File: src/rtl/slave_port_arbiter.sv
// ============================================================================
// Module   : slave_port_arbiter
// Brief    : Round-robin arbiter and req/ack sequencer for one crossbar slave.
//            Optional slave-ack timeout enabled by SLAVE_ARB_TIMEOUT_EN.
// Revision : 1.0 - initial release
// ============================================================================
`default_nettype none

module slave_port_arbiter #(
    parameter logic [1:0]  pSlave_Id = 2'd0,
    parameter logic [31:0] pTimeout  = 32'd16
) (
    input  logic             iClk,
    input  logic             iRst,
    input  logic [3:0]       master_req,
    input  logic [3:0][31:0] master_addr,
    input  logic [3:0]       master_cmd,
    input  logic [3:0][31:0] master_wdata,
    output logic [3:0]       master_ack,
    output logic [31:0]      master_rdata,
    output logic             slave_req,
    output logic             slave_cmd,
    output logic [31:0]      slave_wdata,
    input  logic             slave_ack,
    input  logic [31:0]      slave_rdata,
    output logic [3:0]       grant,
`ifdef SLAVE_ARB_TIMEOUT_EN
    output logic             busy,
    output logic             timeout_err
`else
    output logic             busy
`endif
);

    typedef enum logic [1:0] {
        S_IDLE    = 2'd0,
        S_BUSY    = 2'd1,
        S_RELEASE = 2'd2
    } state_t;

    state_t      state_q;
    logic [1:0]  rr_ptr_q;
    logic [3:0]  mask_q;
    logic [1:0]  win_q;
    logic [3:0]  master_ack_q;
    logic [31:0] master_rdata_q;
    logic        slave_req_q;
    logic        slave_cmd_q;
    logic [31:0] slave_wdata_q;
    logic [3:0]  grant_q;
    logic        busy_q;

    logic [3:0]  elig_d;
    logic        found_d;
    logic [1:0]  win_d;
    logic [1:0]  cand_d;

    // Only the slave-select bits of each address take part in arbitration.
    logic        unused_bits;
    assign unused_bits = ^{master_addr[0][29:0], master_addr[1][29:0],
                           master_addr[2][29:0], master_addr[3][29:0], pTimeout};

    always_comb begin
        for (int i = 0; i < 4; i++) begin
            elig_d[i] = master_req[i] && (master_addr[i][31:30] == pSlave_Id) && !mask_q[i];
        end
    end

    // Scan from the farthest offset down so the candidate nearest rr_ptr wins.
    always_comb begin
        found_d = 1'b0;
        win_d   = rr_ptr_q;
        cand_d  = rr_ptr_q;
        for (int k = 3; k >= 0; k--) begin
            cand_d = rr_ptr_q + 2'(k);
            if (elig_d[cand_d]) begin
                found_d = 1'b1;
                win_d   = cand_d;
            end
        end
    end

`ifdef SLAVE_ARB_TIMEOUT_EN
    logic [31:0] cnt_q;
    logic        timeout_err_q;
`endif

    always_ff @(posedge iClk) begin
        if (iRst) begin
            state_q        <= S_IDLE;
            rr_ptr_q       <= 2'd0;
            mask_q         <= 4'd0;
            win_q          <= 2'd0;
            master_ack_q   <= 4'd0;
            master_rdata_q <= 32'd0;
            slave_req_q    <= 1'b0;
            slave_cmd_q    <= 1'b0;
            slave_wdata_q  <= 32'd0;
            grant_q        <= 4'd0;
            busy_q         <= 1'b0;
`ifdef SLAVE_ARB_TIMEOUT_EN
            cnt_q          <= 32'd0;
            timeout_err_q  <= 1'b0;
`endif
        end else begin
            case (state_q)
                S_IDLE: begin
                    mask_q <= 4'd0;
                    if (found_d) begin
                        win_q         <= win_d;
                        slave_cmd_q   <= master_cmd[win_d];
                        slave_wdata_q <= master_wdata[win_d];
                        grant_q       <= 4'b0001 << win_d;
                        slave_req_q   <= 1'b1;
                        busy_q        <= 1'b1;
                        state_q       <= S_BUSY;
`ifdef SLAVE_ARB_TIMEOUT_EN
                        cnt_q         <= 32'd0;
`endif
                    end
                end
                S_BUSY: begin
                    if (slave_ack) begin
                        slave_req_q    <= 1'b0;
                        master_ack_q   <= 4'b0001 << win_q;
                        master_rdata_q <= slave_rdata;
                        state_q        <= S_RELEASE;
`ifdef SLAVE_ARB_TIMEOUT_EN
                    end else if (cnt_q == pTimeout - 32'd1) begin
                        slave_req_q    <= 1'b0;
                        master_ack_q   <= 4'b0001 << win_q;
                        master_rdata_q <= 32'hDEAD_BEEF;
                        timeout_err_q  <= 1'b1;
                        state_q        <= S_RELEASE;
                    end else begin
                        cnt_q          <= cnt_q + 32'd1;
`endif
                    end
                end
                S_RELEASE: begin
                    master_ack_q <= 4'd0;
                    grant_q      <= 4'd0;
                    busy_q       <= 1'b0;
                    rr_ptr_q     <= win_q + 2'd1;
                    mask_q       <= 4'b0001 << win_q;
                    state_q      <= S_IDLE;
`ifdef SLAVE_ARB_TIMEOUT_EN
                    timeout_err_q <= 1'b0;
`endif
                end
                default: begin
                    state_q <= S_IDLE;
                end
            endcase
        end
    end

    assign master_ack   = master_ack_q;
    assign master_rdata = master_rdata_q;
    assign slave_req    = slave_req_q;
    assign slave_cmd    = slave_cmd_q;
    assign slave_wdata  = slave_wdata_q;
    assign grant        = grant_q;
    assign busy         = busy_q;
`ifdef SLAVE_ARB_TIMEOUT_EN
    assign timeout_err  = timeout_err_q;
`endif

endmodule

`default_nettype wire

File: config.mk
export PLATFORM = sky130hd
export DESIGN_NAME = slave_port_arbiter
export DESIGN_NICKNAME = d
export VERILOG_FILES = /design/src/rtl/slave_port_arbiter.sv
export SDC_FILE = /design/constraint.sdc
export NUM_CORES = 1
export LEC_CHECK = 0
export ABC_AREA = 1
export CAP_MARGIN = 0
export CELL_PAD_IN_SITES_DETAIL_PLACEMENT = 0
export CELL_PAD_IN_SITES_GLOBAL_PLACEMENT = 1
export CORE_MARGIN = 5
export CORE_UTILIZATION = 20
export CTS_CLUSTER_SIZE = 10
export DETAILED_ROUTE_END_ITERATION = 8
export GPL_TIMING_DRIVEN = 0
export PLACE_DENSITY = 0.89
export REMOVE_ABC_BUFFERS = 1
export SETUP_SLACK_MARGIN = 0.1
export SYNTH_ARGS = -nofsm -noshare
export SYNTH_HDL_FRONTEND = slang
export SYNTH_SLANG_ARGS = --single-unit
File: constraint.sdc
create_clock -name iClk -period 2.4 [get_ports iClk]
set_input_delay 0.24 -clock iClk [delete_from_list [all_inputs] [get_ports iClk]]
set_output_delay 0.24 -clock iClk [all_outputs]
set_load 0.01 [all_outputs]
# Word level (Yosys, flattened, before mapping)
# Cells that the tools add are included.
dict set report classes {
  addsub 4
  order_cmp 5
  n_eq_ne 4
  shift 2
  muxes 32
  reduce_logical 26
}
# op n
set ops {}
lappend ops {{$bmux 32 s2} 1}
lappend ops {{$mux 32} 1}
lappend ops {{$pmux 4 s2} 3}
lappend ops {{$lt 2x3->1 const B} 5}
lappend ops {{$mux 2} 6}
lappend ops {{$mux 1} 11}
lappend ops {{$bmux 1 s2} 5}
lappend ops {{$logic_not 2->1} 5}
lappend ops {{$reduce_and 2->1} 5}
lappend ops {{$logic_and 1x1->1} 8}
lappend ops {{$mux 4} 2}
lappend ops {{$shl 1x2->4 const A} 2}
lappend ops {{$reduce_bool 2->1} 3}
lappend ops {{$add 2x1->2 const B} 2}
lappend ops {{$add 2x2->2 const B} 2}
lappend ops {{$logic_not 1->1} 4}
lappend ops {{$ne 2x2->1 const B} 2}
lappend ops {{$pmux 1 s2} 2}
lappend ops {{$pmux 2 s2} 1}
lappend ops {{$reduce_and 3->1} 1}
lappend ops {{$eq 2x1->1 const B} 1}
lappend ops {{$eq 2x2->1 const B} 1}
dict set report totals {
  register_bits 85
  inputBits 299
  elab_cells 84
}

# Depth between registers and ports, before layout
# Gate-level depths: netlist (run 1).
dict set report logic_depth {
  depth_word 12
  depth_mapped 18
}

# Least setup slack after synthesis (run 1)
# No wires, ideal clock.
dict set report synth_timing {
  kind {register to register}
  start {register rr_ptr_q[0]}
  end {register slave_wdata_q[16] (netlist: slave_wdata[16])}
  setup_ns 0.117
  arrival_ns 1.716
  required_time_ns 2.283
  setup_slack_ns 0.567
  stages_incl_launch_ff 16
  n_path_buf 3
  period_less_slack_ns 1.833
  path_cell_list {dfxtp_1 buf_6 xnor2_1 nand2_1 nand2_1 inv_2 nand2_1 nand3_2 nand2_4 nand2_4 buf_6 buf_4 nand3_1 nand3_1 nor2_1 nor2_1}
}
dict set report synth_between {
  elab_chain_cells 9
  elab_cells_between_ends 22
  cone_classes {add/sub (3); mux (18); reduce/logical (1)}
}
# item line_no
set synth_rtl {}
lappend synth_rtl {{from (decl)} 42} ;# logic [1:0] rr_ptr_q;
lappend synth_rtl {{from (signal assigned)} 144} ;# rr_ptr_q <= win_q + 2'd1;
lappend synth_rtl {{$add 2x2->2} 75} ;# cand_d = rr_ptr_q + 2'(k);
lappend synth_rtl {{$bmux 1 s2} 76} ;# if (elig_d[cand_d]) begin
lappend synth_rtl {{$mux 1 (implied by the code)} 76}
lappend synth_rtl {{$mux 2 (4 in series)} 76}
lappend synth_rtl {{$bmux 32 s2} 112} ;# slave_wdata_q <= master_wdata[win_d];
lappend synth_rtl {{$mux 32 (implied by the code)} 112}
lappend synth_rtl {{to (signal assigned)} 112}
lappend synth_rtl {{to (decl)} 49} ;# logic [31:0] slave_wdata_q;
# Several ways; a longest one is shown, not always the timed one. The select of a mux whose other input is x is not followed.
# A chain may end at the register's enable or synchronous reset.

# Final worst setup path (run 1)
dict set report layout_timing {
  start {register rr_ptr_q[0]}
  end {register slave_wdata_q[8] (netlist: slave_wdata[8])}
}
# Same word-level chain as after synthesis.

==> flow_summary.toml, run 1 <==
[outcome]
status = "complete, no violations"

[route]
routed_via_density = 4.562
num_vias = 5566
drc = 0
drtPass1Iterations = 5
wirelength_microns = 22960
ant_nets = 0
drt_iter0_markers = 365
wire_per_inst_microns = 18.82

[power]
peakVddDrop_v = 0.0002656
leakage_nw = 3.088
total_power_mw = 5.320
p_per_area_nw_per_um2 = 654.4

[setup_path]
cp-end-kind = "flip-flop"
worstSetupPathType = "flip-flop to flip-flop"
worstSetupStartpoint = "rr_ptr_q[0]$_SDFFE_PP0P_"
crit_path_start_kind = "flip-flop"
crit_arrival_ns = 2.42
regToRegSetupSlack_ns = 0.21
reg2regPathDepth = 12
crit_end = "slave_wdata[8]$_SDFFE_PP0P_"
worstReg2RegStart = "rr_ptr_q[0]$_SDFFE_PP0P_"
reg2reg_to = "slave_wdata[8]$_SDFFE_PP0P_"
worstPathRequired_ns = 2.64
path_max_fanout = 49

[cells_and_area]
nets = 1238
diodes = 0
drive_above_1_share_pct = 10.74
stdcell_count = 1220
synthToLayoutAreaGrowth_pct = 82.86

[die]
die_height_microns = 159.1
rows = 54
core_area_sq_um = 21820
die_w_microns = 159.1
initial_utilization_pct = 20.37
ios = 374
die-area_sq_um = 25310

[hold_path]
min_path_type = "flip-flop to flip-flop"

[logic_synthesis]
synthTopCellsByCount = "148 x nand2_1, 143 x nand3_1, 85 x dfxtp_1, 85 x nor2_1, 74 x a21oi_1"
synth.largest_area_cell = "dfxtp_1"
synth.top_cell.area_share_pct = 38.28
ys.warnings.count = 0
syn_area_sq_um = 4446
synth.distinct_cells = 26
ys_top_cells_by_area = "dfxtp_1 38%, nand3_1 16%, nand2_1 12%"
ys_async_sr_fraction_pct = 0
synthCells = 677
synth_edf_count = 0
seq_area_frac_synth_pct = 38.28
synth_seq_cells = 85
synthFlopType = "dfxtp_1"
syn_avg_cell_area_sq_um = 6.566
synth.most_common_cell = "nand2_1"

[global_route]
grt_max_degree = 50
overflow = 0
grt_first_pass_wirelength_microns = 33040
antenna_found_initial = 1
grt_pass1_vias = 5208
grt_usage_pct = 16.69

[place]
place_inst = 1161
pre_cts_ws_ns = -1.522
place.gp.congestion = 0.8041
port_buffers = 253
hpwlAfterDp_microns = 13760

[sta]
final.setup_skew_ns = 0.009704
fin_ws_ns = 0.2141
hold_ws_ns = 0.4600
max_clock_freq_mhz = 457.5
hold_viol = 0
final.setup.tns_ns = 0
setup_viol = 0
finalMaxSlewViolations = 0
grt_setup_unrepaired = "true"
tightest_slew_ns = 0.9048
fin_crit_ns = 2.186
relSlewSlack_pct = 39.68
period_share_pct = 91.08

[cts]
cts_tree = "yes"
cts_root_buf = "clkbuf_16"
holdBufCountCts = 0
cts_buffers = 9
clock_path_buffers = 2
cts_sinks = 85
htreeDepth = 3
clock_latency_ns = 0.35
clk_pin_slew_ns = 0.07

[flow_run]
cap_violations = 0
-- layer usage --
metal,track usage [%],part of all wire (%),up-vias
met5,0,0.057,-
met4,4.459,1.7,2
met3,4.478,7.2,25
met2,26.98,46,207
met1,22.06,45,2553
li1,-,-,2779
-- stage by stage --
stage          util [%]  cell area, sq um
5_1_grt           37.25              8129
2_1_floorplan         -              4193
3_3_place_gp      32.42              7076
4_1_cts           35.72              7796
6_report          37.25              8129
3_5_place_dp      32.73              7143
-- timing repair --
| item | in CTS | in global routing |
|---|---|---|
| endpoints found under the setup margin | 77 | 40 |
| buffers inserted | 16 | 17 |
| pin swaps | 6 | 6 |
| gates cloned | 7 | 2 |
| resized for setup | 24 | 33 |
-- worst max-delay path: stages (launching register included) --
cell	delay, ns
dfxtp_4	0.39
buf_4	0.16
xnor2_4	0.18
nand2_2	0.09
nand2_1	0.08
inv_2	0.07
nand3_1	0.14
nand2_4	0.15
bufinv_16	0.26
buf_12	0.21
nand3_1	0.10
nor2_1	0.17
nor2_1	0.05
-- cell families (layout without fill, tap and decap cells) --
| kind of cell | after synthesis | in the layout | synth area share [%] |
|---|---|---|---|
| adders and majority gates | 4 | 4 | 1.126 |
| buffers and inverters | 85 | 340 | 8.528 |
| xor gates and xnor gates | 2 | 2 | 0.3941 |
| DFF | 85 | 85 | 38.28 |
| and+or+nand+nor | 391 | 399 | 38.70 |
| AOI/OAI and AO/OA | 110 | 110 | 12.98 |
-- worst min path at each step --
stage	from	end	slack, ns	cells past startpoint
floorplan	iRst	busy$_SDFFE_PP0P_	0.31	1
finish	master_rdata[12]$_SDFFE_PP0P_	master_rdata[12]$_SDFFE_PP0P_	0.46	2
detailed placement	master_rdata[25]$_SDFFE_PP0P_	master_rdata[25]$_SDFFE_PP0P_	0.45	2
global placement	master_rdata[22]$_SDFFE_PP0P_	master_rdata[22]$_SDFFE_PP0P_	0.45	2
CTS	slave_rdata[3]	master_rdata[3]$_SDFFE_PP0P_	0.44	3
global route	slave_rdata[26]	master_rdata[26]$_SDFFE_PP0P_	0.46	3
-- layout by cell type (no fill, tap or decap), types with 5 or more instances in the layout --
cell type,count
clkdlybuf4s50_1,251
nand3_1,141
nand2_1,137
dfxtp_1,83
nor2_1,77
a21oi_1,72
o21ai_0,30
inv_1,28
buf_4,23
clkbuf_16,9
nand2_2,8
buf_12,8
nor2_2,7
nand2_8,7
nand3b_1,5
nand4_1,5
-- area by class of cell --
class / instances / area [sq um]
inverters: 33 / 163.9
well taps: 280 / 350.3
multi-input cells: 515 / 2641
flip-flops and latches: 85 / 1707
repair buffers: 290 / 2955
fillers: 2297 / 13690
repair inverters: 1 / 8.758
clock buffers: 9 / 225.2
clock inverters: 7 / 77.57
-- sequential cells by signal (all words and copies together), names as in the netlist --
name and flops:
master_rdata 32, mask_q 4, state_q 2, rr_ptr_q 2, win_q 2, busy 1, slave_req 1, slave_wdata 32
master_ack 4, grant 4, slave_cmd 1
-- power by group --
part           switching, mW  internal [mW]  leakage [nW]  total [mW]
logic                   1.11           1.03          2.24        2.14
registers             0.0931           1.58         0.696        1.67
clock network          0.684          0.825         0.153        1.51
Power figures use the tool's default switching activity.
==> run 2: changes to the inputs <==
--- a/config.mk
+++ b/config.mk
@@ -13,7 +13,6 @@
 export CORE_UTILIZATION = 20
 export CTS_CLUSTER_SIZE = 10
 export DETAILED_ROUTE_END_ITERATION = 8
-export GPL_TIMING_DRIVEN = 0
 export PLACE_DENSITY = 0.89
 export REMOVE_ABC_BUFFERS = 1
 export SETUP_SLACK_MARGIN = 0.1
==> run 2 against run 1 <==
  * Worst setup slack improved by 0.13 ns
  * Clock power about the same
  * Fmax grew 6.5%
  * Final area fell by 5.0%
  * Utilization decreased by 1.9 points
  * Hold slack improved by 0.0031 ns
  * Sequential share of layout area up 1.1 points
  * Critical path depth rose by 6
  * Clock-buffer cell count is the same
  * Final cell count shrank 1.5%
==> flow_summary.toml, run 2 (synthesis gave the netlist of run 1 again) <==
[setup_path]
reg2reg_to = "slave_wdata[24]$_SDFFE_PP0P_"
slowest_stage = "clkdlybuf4s50_1"
path_common_cell = "nand2_1"
critPathMaxStageDelay_ns = 0.45
crit_arrival_ns = 2.28
worstReg2RegStart = "rr_ptr_q[0]$_SDFFE_PP0P_"
cp-end-kind = "flip-flop"
path_max_fanout = 26
regToRegSetupSlack_ns = 0.35
reg2regPathDepth = 13
worstPathRequired_ns = 2.63
crit_path_start_kind = "input port"
worstSetupPathType = "input port to flip-flop"
crit_chain = "clkdlybuf4s50_1 > inv_1 > nor2_1 > nand3_1 > nand2_1 > nand2_1 > nand2_1 > inv_2 > nand2_1 > nand3_2 > nand2_4 > nand2_4 > buf_12 > buf_4 > nand3_1 > nand3_1 > nor2_1 > nor2_1"

[hold_path]
min_to = "master_rdata[20]$_SDFFE_PP0P_"
min_path_cells = 2
min_path_type = "flip-flop to flip-flop"
hold_start = "master_rdata[20]$_SDFFE_PP0P_"

[die]
initial_utilization_pct = 20.37
ios = 374
die_height_microns = 159.1
die-area_sq_um = 25310
die_w_microns = 159.1
core_area_sq_um = 21820
rows = 54

[place]
hpwlAfterDp_microns = 14310
place.gp.congestion = 0.7931
port_buffers = 253

[sta]
fin_crit_ns = 2.053
hold_viol = 0
setup_viol = 0
period_share_pct = 85.55
grt_setup_unrepaired = "false"
relSlewSlack_pct = 57.95
finalMaxSlewViolations = 0
final.setup_skew_ns = 0.006668
max_clock_freq_mhz = 487.1
final.setup.tns_ns = 0
hold_ws_ns = 0.4631
tightest_slew_ns = 0.6300

[global_route]
grt_first_pass_wirelength_microns = 29660
grt_pass1_vias = 5275
antenna_found_initial = 1
grt_usage_pct = 14.50
grt_max_degree = 51
overflow = 0

[cells_and_area]
mostFrequentLayoutCell = "clkdlybuf4s50_1"
final_core_util_pct = 35.39
drive_above_1_share_pct = 6.941
nets = 1220
final_cell_mix = "253 x clkdlybuf4s50_1, 147 x nand2_1, 142 x nand3_1"
diodes = 0
synthToLayoutAreaGrowth_pct = 73.71

[cts]
cts_sinks = 85
htreeDepth = 3
cts_buffers = 9
cts_tree = "yes"
clock_path_buffers = 2
holdBufCountCts = 0
clk_pin_slew_ns = 0.07
cts_root_buf = "clkbuf_16"
clock_latency_ns = 0.34

[route]
num_vias = 5332
wirelength_microns = 18900
drtPass1Iterations = 6
routed_via_density = 4.436
drt_iter0_markers = 312
wire_per_inst_microns = 15.72
ant_nets = 0
drc = 0

[power]
peakVddDrop_v = 0.0003593
p_per_area_nw_per_um2 = 648.1
leakage_nw = 2.943

[outcome]
status = "complete, no violations"

[flow_run]
cap_violations = 0
run 2: changes by cell type in the layout (fill, tap and decap cells not counted), sizes merged:
| cell | delta |
|---|---|
| buf | -10 |
| bufinv | -1 |
| clkbuf | -1 |
| clkdlybuf4s50 | +2 |
| clkinv | -1 |
| clkinvlp | +1 |
| nand2 | -5 |
| nand3 | -1 |
| nor2 | -2 |
run 2: what timing repair did:
item,4_1_cts,5_1_grt
endpoints found under the setup margin,0,37
resized for setup,0,9
buffers inserted,0,0
run 2: final cells by class:
class,count,area (sq um)
Inverter,33,126.4
Multi-Input combinational cell,507,2394
Clock inverter,7,90.09
Fill cell,2331,14100
Tap cell,280,350.3
Sequential cell,85,1707
Clock buffer,9,225.2
Timing Repair Buffer,281,2830
run 2: layer usage:
| metal | track usage [%] | wire [microns] | share of wire [%] |
|---|---|---|---|
| met2 | 23.14 | 8575 | 45 |
| met1 | 18.42 | 8320 | 44 |
| met4 | 5.428 | 524 | 2.8 |
| met5 | 0 | 13 | 0.069 |
| met3 | 4.478 | 1465 | 7.8 |
run 2: how the worst max path moves through the flow:
stage                              from                           end  slack [ns]  cells past startpoint
6_report                  master_req[2]  slave_wdata[11]$_SDFFE_PP0P_        0.35                     18
5_1_grt        rr_ptr_q[0]$_SDFFE_PP0P_   slave_wdata[2]$_SDFFE_PP0P_        0.11                     12
4_1_cts        rr_ptr_q[0]$_SDFFE_PP0P_  slave_wdata[12]$_SDFFE_PP0P_        0.11                     15
3_5_place_dp              master_req[1]  slave_wdata[12]$_SDFFE_PP0P_       -0.05                     14
3_3_place_gp              master_req[1]  slave_wdata[18]$_SDFFE_PP0P_       -0.03                     18
2_1_floorplan  rr_ptr_q[0]$_SDFFE_PP0P_        slave_cmd$_SDFFE_PP0P_       -0.65                     14
run 2: metrics by stage:
step	setup WS (ns)	total power, mW	cells	instance area, sq um
finish	0.3469	5.005	1202	7722
global route	0.1077	5.328	1202	7722
CTS	0.1125	5.073	1202	7694
detailed placement	-0.04836	3.551	1186	7378
global placement	-0.02571	3.550	1186	7378
floorplan	-0.6477	2.477	625	4193
run 2: power breakdown:
part	internal (mW)	switching, mW
clock network	0.831	0.656
logic	0.921	0.927
registers	1.58	0.0930
total	3.33	1.68
run 2: worst max-delay path, delay by kind of cell:
kind | cells | cell delay, ns
simple gates | 13 | 1.15
buf+inv | 5 | 0.88
==> run 3: changes to the inputs <==
--- a/config.mk
+++ b/config.mk
@@ -9,6 +9,7 @@
 export CAP_MARGIN = 0
 export CELL_PAD_IN_SITES_DETAIL_PLACEMENT = 0
 export CELL_PAD_IN_SITES_GLOBAL_PLACEMENT = 1
+export CORE_ASPECT_RATIO = 2
 export CORE_MARGIN = 5
 export CORE_UTILIZATION = 20
 export CTS_CLUSTER_SIZE = 10
==> run 3 against run 2 <==
  * Via count up 0.36%
  * Register-to-register slack worse by 0.08 ns
  * Worst setup slack worse by 0.10 ns
  * Largest power group unchanged
  * Fmax fell by 4.7%
  * Highest routed layer is now met4
  * Wire length decreased by 4.6%
  * Utilization hardly changed
==> flow_summary.toml, run 3 (synthesis gave the netlist of run 1 again) <==
[route]
ant_nets = 0
num_vias = 5351
wire_per_inst_microns = 14.98
drt_iter0_markers = 202
drtPass1Iterations = 4
wirelength_microns = 18030
drc = 0
routed_via_density = 4.444

[setup_path]
crit_chain = "clkdlybuf4s50_1 > inv_1 > nor2_1 > nand3_1 > nand2_2 > nand2_2 > nand2_1 > inv_2 > nand2_1 > nand3_2 > nand2_4 > nand2_8 > nor2_4 > clkbuf_16 > nand2_1 > nand3_1 > nor2_1 > nor2_1"
crit_arrival_ns = 2.43
path_max_fanout = 14
crit_path_start_kind = "input port"
cp-end-kind = "flip-flop"
worstPathRequired_ns = 2.68
critPathMaxStageDelay_ns = 0.45
cp_top_family = "simple AND/OR/NAND/NOR gates"
worstSetupPathType = "input port to flip-flop"
slowest_stage = "clkdlybuf4s50_1"
path_buf_inv = 4

[place]
place.gp.congestion = 0.8161
pre_cts_ws_ns = -0.1532
dpl_cell_area_sq_um = 7391
hpwlAfterDp_microns = 13500
port_buffers = 253

[sta]
setup_viol = 0
hold_viol = 0
tightest_slew_ns = 0.3783
relSlewSlack_pct = 74.78
fin_crit_ns = 2.154
period_share_pct = 89.76
max_clock_freq_mhz = 464.2
hold_ws_ns = 0.1270
grt_setup_unrepaired = "false"
fin_ws_ns = 0.2458
final.setup_skew_ns = 0.007385
finalMaxSlewViolations = 0
final.setup.tns_ns = 0

[cts]
cts_sinks = 85
clock_latency_ns = 0.34
htreeDepth = 3
cts_root_buf = "clkbuf_16"
clk_pin_slew_ns = 0.07
cts_tree = "yes"
holdBufCountCts = 0
cts_buffers = 9
clock_path_buffers = 2

[flow_run]
cap_violations = 0

[outcome]
status = "complete, no violations"

[cells_and_area]
fin_area_sq_um = 7816
fill_cells = 2327
final_cell_mix = "252 x clkdlybuf4s50_1, 145 x nand2_1, 140 x nand3_1"
synthToLayoutAreaGrowth_pct = 75.82
drive_above_1_share_pct = 8.082
mostFrequentLayoutCell = "clkdlybuf4s50_1"
diodes = 0
nets = 1227

[power]
peakVddDrop_v = 0.0005299
leakage_nw = 2.993
p_per_area_nw_per_um2 = 633.9

[die]
rows = 77
initial_utilization_pct = 20.15
die_w_microns = 115.4
die_height_microns = 220.8
ios = 374
die-area_sq_um = 25490
core_area_sq_um = 22060

[hold_path]
min_path_type = "input port to flip-flop"

[global_route]
antenna_found_initial = 0
grt_pass1_vias = 5134
grt_first_pass_wirelength_microns = 26820
grt_max_degree = 47
overflow = 0
grt_usage_pct = 13.38
## run 3: worst paths after layout
| kind | start | endpoint | slack (ns) | cells past startpoint |
|---|---|---|---|---|
| max | master_req[3] | slave_wdata[6]$_SDFFE_PP0P_ | 0.25 | 18 |
| min | iRst | master_rdata[29]$_SDFFE_PP0P_ | 0.13 | 2 |
| max reg2reg | rr_ptr_q[0]$_SDFFE_PP0P_ | slave_wdata[6]$_SDFFE_PP0P_ | 0.27 | 14 |
| min reg2reg | master_rdata[1]$_SDFFE_PP0P_ | master_rdata[1]$_SDFFE_PP0P_ | 0.46 | 2 |
## run 3: area by class of cell
| type | instances | area [sq um] | area share [%] |
|---|---|---|---|
| multi-input cells | 507 | 2421 | 30.97 |
| repair buffers | 288 | 2917 | 37.31 |
| inverters | 33 | 126.4 | 1.617 |
| well taps | 276 | 345.3 | 4.418 |
| clock buffers | 10 | 239.0 | 3.057 |
| clock inverters | 5 | 61.31 | 0.7844 |
| flip-flops and latches | 85 | 1707 | 21.83 |
## run 3: where the power goes
group          internal [mW]  switching, mW  total [mW]
combinational          0.939          0.924        1.86
clock                  0.833          0.593        1.43
sequential              1.58         0.0880        1.67
## run 3: metal layers
metal	track usage (%)	part of all wire [%]	vias up
met5	0	0	-
met2	23.54	51	229
met1	14.24	37	2353
met4	5.231	2.9	0
met3	4.839	9.0	29
li1	-	-	2740
## run 3: repair_timing
item,CTS,global route
endpoints found under the hold margin,0,0
setup buffers,0,2
resized for setup,0,17
setup endpoints to repair,0,37
## run 3: through the flow
| stage | power (mW) | std cells | utilization (%) |
|---|---|---|---|
| 2_1_floorplan | 2.477 | 625 | - |
| 3_3_place_gp | 3.514 | 1185 | 33.50 |
| 3_5_place_dp | 3.528 | 1185 | 33.50 |
| 4_1_cts | 5.003 | 1200 | 34.86 |
| 5_1_grt | 5.281 | 1204 | 35.43 |
| 6_report | 4.954 | 1204 | 35.43 |
==> RTL change: new RTL, config.mk and constraints of run 2 <==
Add a define of `SLAVE_ARB_TIMEOUT_EN`.
--- a/src/rtl/slave_port_arbiter.sv
+++ b/src/rtl/slave_port_arbiter.sv
@@ -6,4 +6,6 @@
 // ============================================================================
 `default_nettype none
+
+`define SLAVE_ARB_TIMEOUT_EN
 
 module slave_port_arbiter #(
Behaviour (old outputs only; new: timeout_err): no difference found for any inputs over 4 cycles, from zero or initial values and one cycle with iRst high; that may be too few to reach the edited logic, so the function may still have changed.
==> RTL change against run 2 <==
Final area rose by 39%. Area after synthesis increased by 53%. Routed wire length up 38%. Core utilization down 3.4 points. Global-route usage shrank 0.94 points. Non-clock buffer count is 18 higher. Sequential cell count up 33. Power is 69% higher. Hold slack worse by 0.11 ns. Critical path depth is 3 lower. Setup slack lost 0.077 ns. Largest cell class is now multi-input combinational cells.
==> RTL change: results (changes against run 2) <==
- The run finished with clean final reports.
* Clock buffer and inverter area fraction after layout: 5.39% (+1.3 points)
- Synth top cells by count: 340 x nand2_1, 131 x nor2_1, 118 x dfxtp_1
- Deepest level of the CTS H-tree: 4 (+1)
- Number of buffers created by CTS: 17 (+8)
- The placement-stage worst setup slack is -0.0618 ns (-0.0135 ns).
- The complex-gate fraction of the synthesized area is 11.4% (-1.5 points).
- Sw Ratio: 36.0% (+2.6 points)
* NonClk Buf Share: 28.8% (-7.9 points)
- The final clock skew came to 0.00868 ns (+0.00202 ns).
* Distinct cell type count of the synthesized netlist: 35 (+35%)
* Routed met3 length: 2.33 mm (+59%)
* Inverters, non-clock: 85 (+160%)
- The biggest cell delay along the critical path came to 0.35 ns (-0.10 ns).
* Type of the tightest min-delay check: in -> reg
* Largest net degree at the start of global routing: 56 (+9.8%)
- Via count of the first global-routing pass: 7,700 (+46%)
- Number of fill cells: 3,636 (+56%)
- The routed length per instance is 14.6 microns (-7.0%).
- The maximum net fanout on the critical path was 14 (-46%).
* Flip-flop and latch count after synthesis: 118 (+39%)
- Critical Path Start: rr_ptr_q[0]
* Detail-routed via count per cell: 4.34 (-2.3%)
- Share of cell area taken by flip-flops and latches: 22.0% (-0.10 points)
- The detailed placement HPWL is 19.7 mm (+38%).
- The worst supply voltage drop on vdd is 531 uV (+48%).
- The worst-case register-to-register setup slack is 0.27 ns (-0.08 ns).
- Combinational-cell power consumption: 3.45 mW (+86%)
* Drt first-iter violations: 284 (-9.0%)
* Tot GR Track Use: 13.6% (-0.94 points)
* Gp weighted congestion: 0.916 (+15%)
- The clock network latency to the later pin of the worst-skew pair is 0.44 ns (+0.10 ns).
- The worst slew margin relative to its limit is 60.9% (+3.0 points).
* M1 WL: 10.8 mm (+29%)
- Met3 Track Usage GR: 5.58% (+1.1 points)
* Amount of wire on met2 after detailed routing: 12.3 mm (+44%)
- Sink of the worst hold path: master_rdata[23]
- The fraction of met1 tracks used by global routing came to 15.9% (-2.6 points).
- Fraction of layout instances using a drive strength above 1: 8.41% (+1.5 points)
- The cell count of the worst hold path came to 4 (+2).
- Worst reg-to-reg path cell count: 15 (+2)
- First drt pass iteration count: 4 (-2)
* Total area of multi-input combinational cells: 3830 sq um (+60%)
- Met2 routing resource usage after global routing: 22.6% (-0.57 points)
- The fraction of the mapped netlist area in adder cells came to 1.47% (+0.35 points).
==> RTL change: cell count changes after synthesis, moves of 15 or more <==
cell | run 2 | this run
o221ai_1 | 0 | 24
dfxtp_1 | 85 | 118
nand3_1 | 143 | 94
nor2_1 | 85 | 131
o21ai_0 | 30 | 45
nor3_1 | 0 | 17
nand2_1 | 148 | 340
inv_1 | 30 | 77
==> RTL change: metrics by stage <==
step / hold WS [ns] / power, mW / instances / instance area [sq um]
after global placement: 0.449 / 5.87 / 1744 / 10100
final: 0.354 / 8.44 / 1779 / 10700
after global routing: 0.357 / 9.00 / 1779 / 10700
after detailed placement: 0.453 / 5.89 / 1744 / 10100
after floorplan: 0.309 / 3.97 / 1000 / 6490
after CTS: 0.339 / 8.50 / 1776 / 10700
==> RTL change: worst max path at each step <==
stage	end	slack [ns]
final	slave_wdata[14]	0.27
after floorplan	cnt_q[10]	-0.53
after global routing	slave_wdata[2]	0.1
after CTS	master_ack[3]	0.16
after global placement	slave_wdata[30]	-0.07
after detailed placement	slave_wdata[30]	-0.06
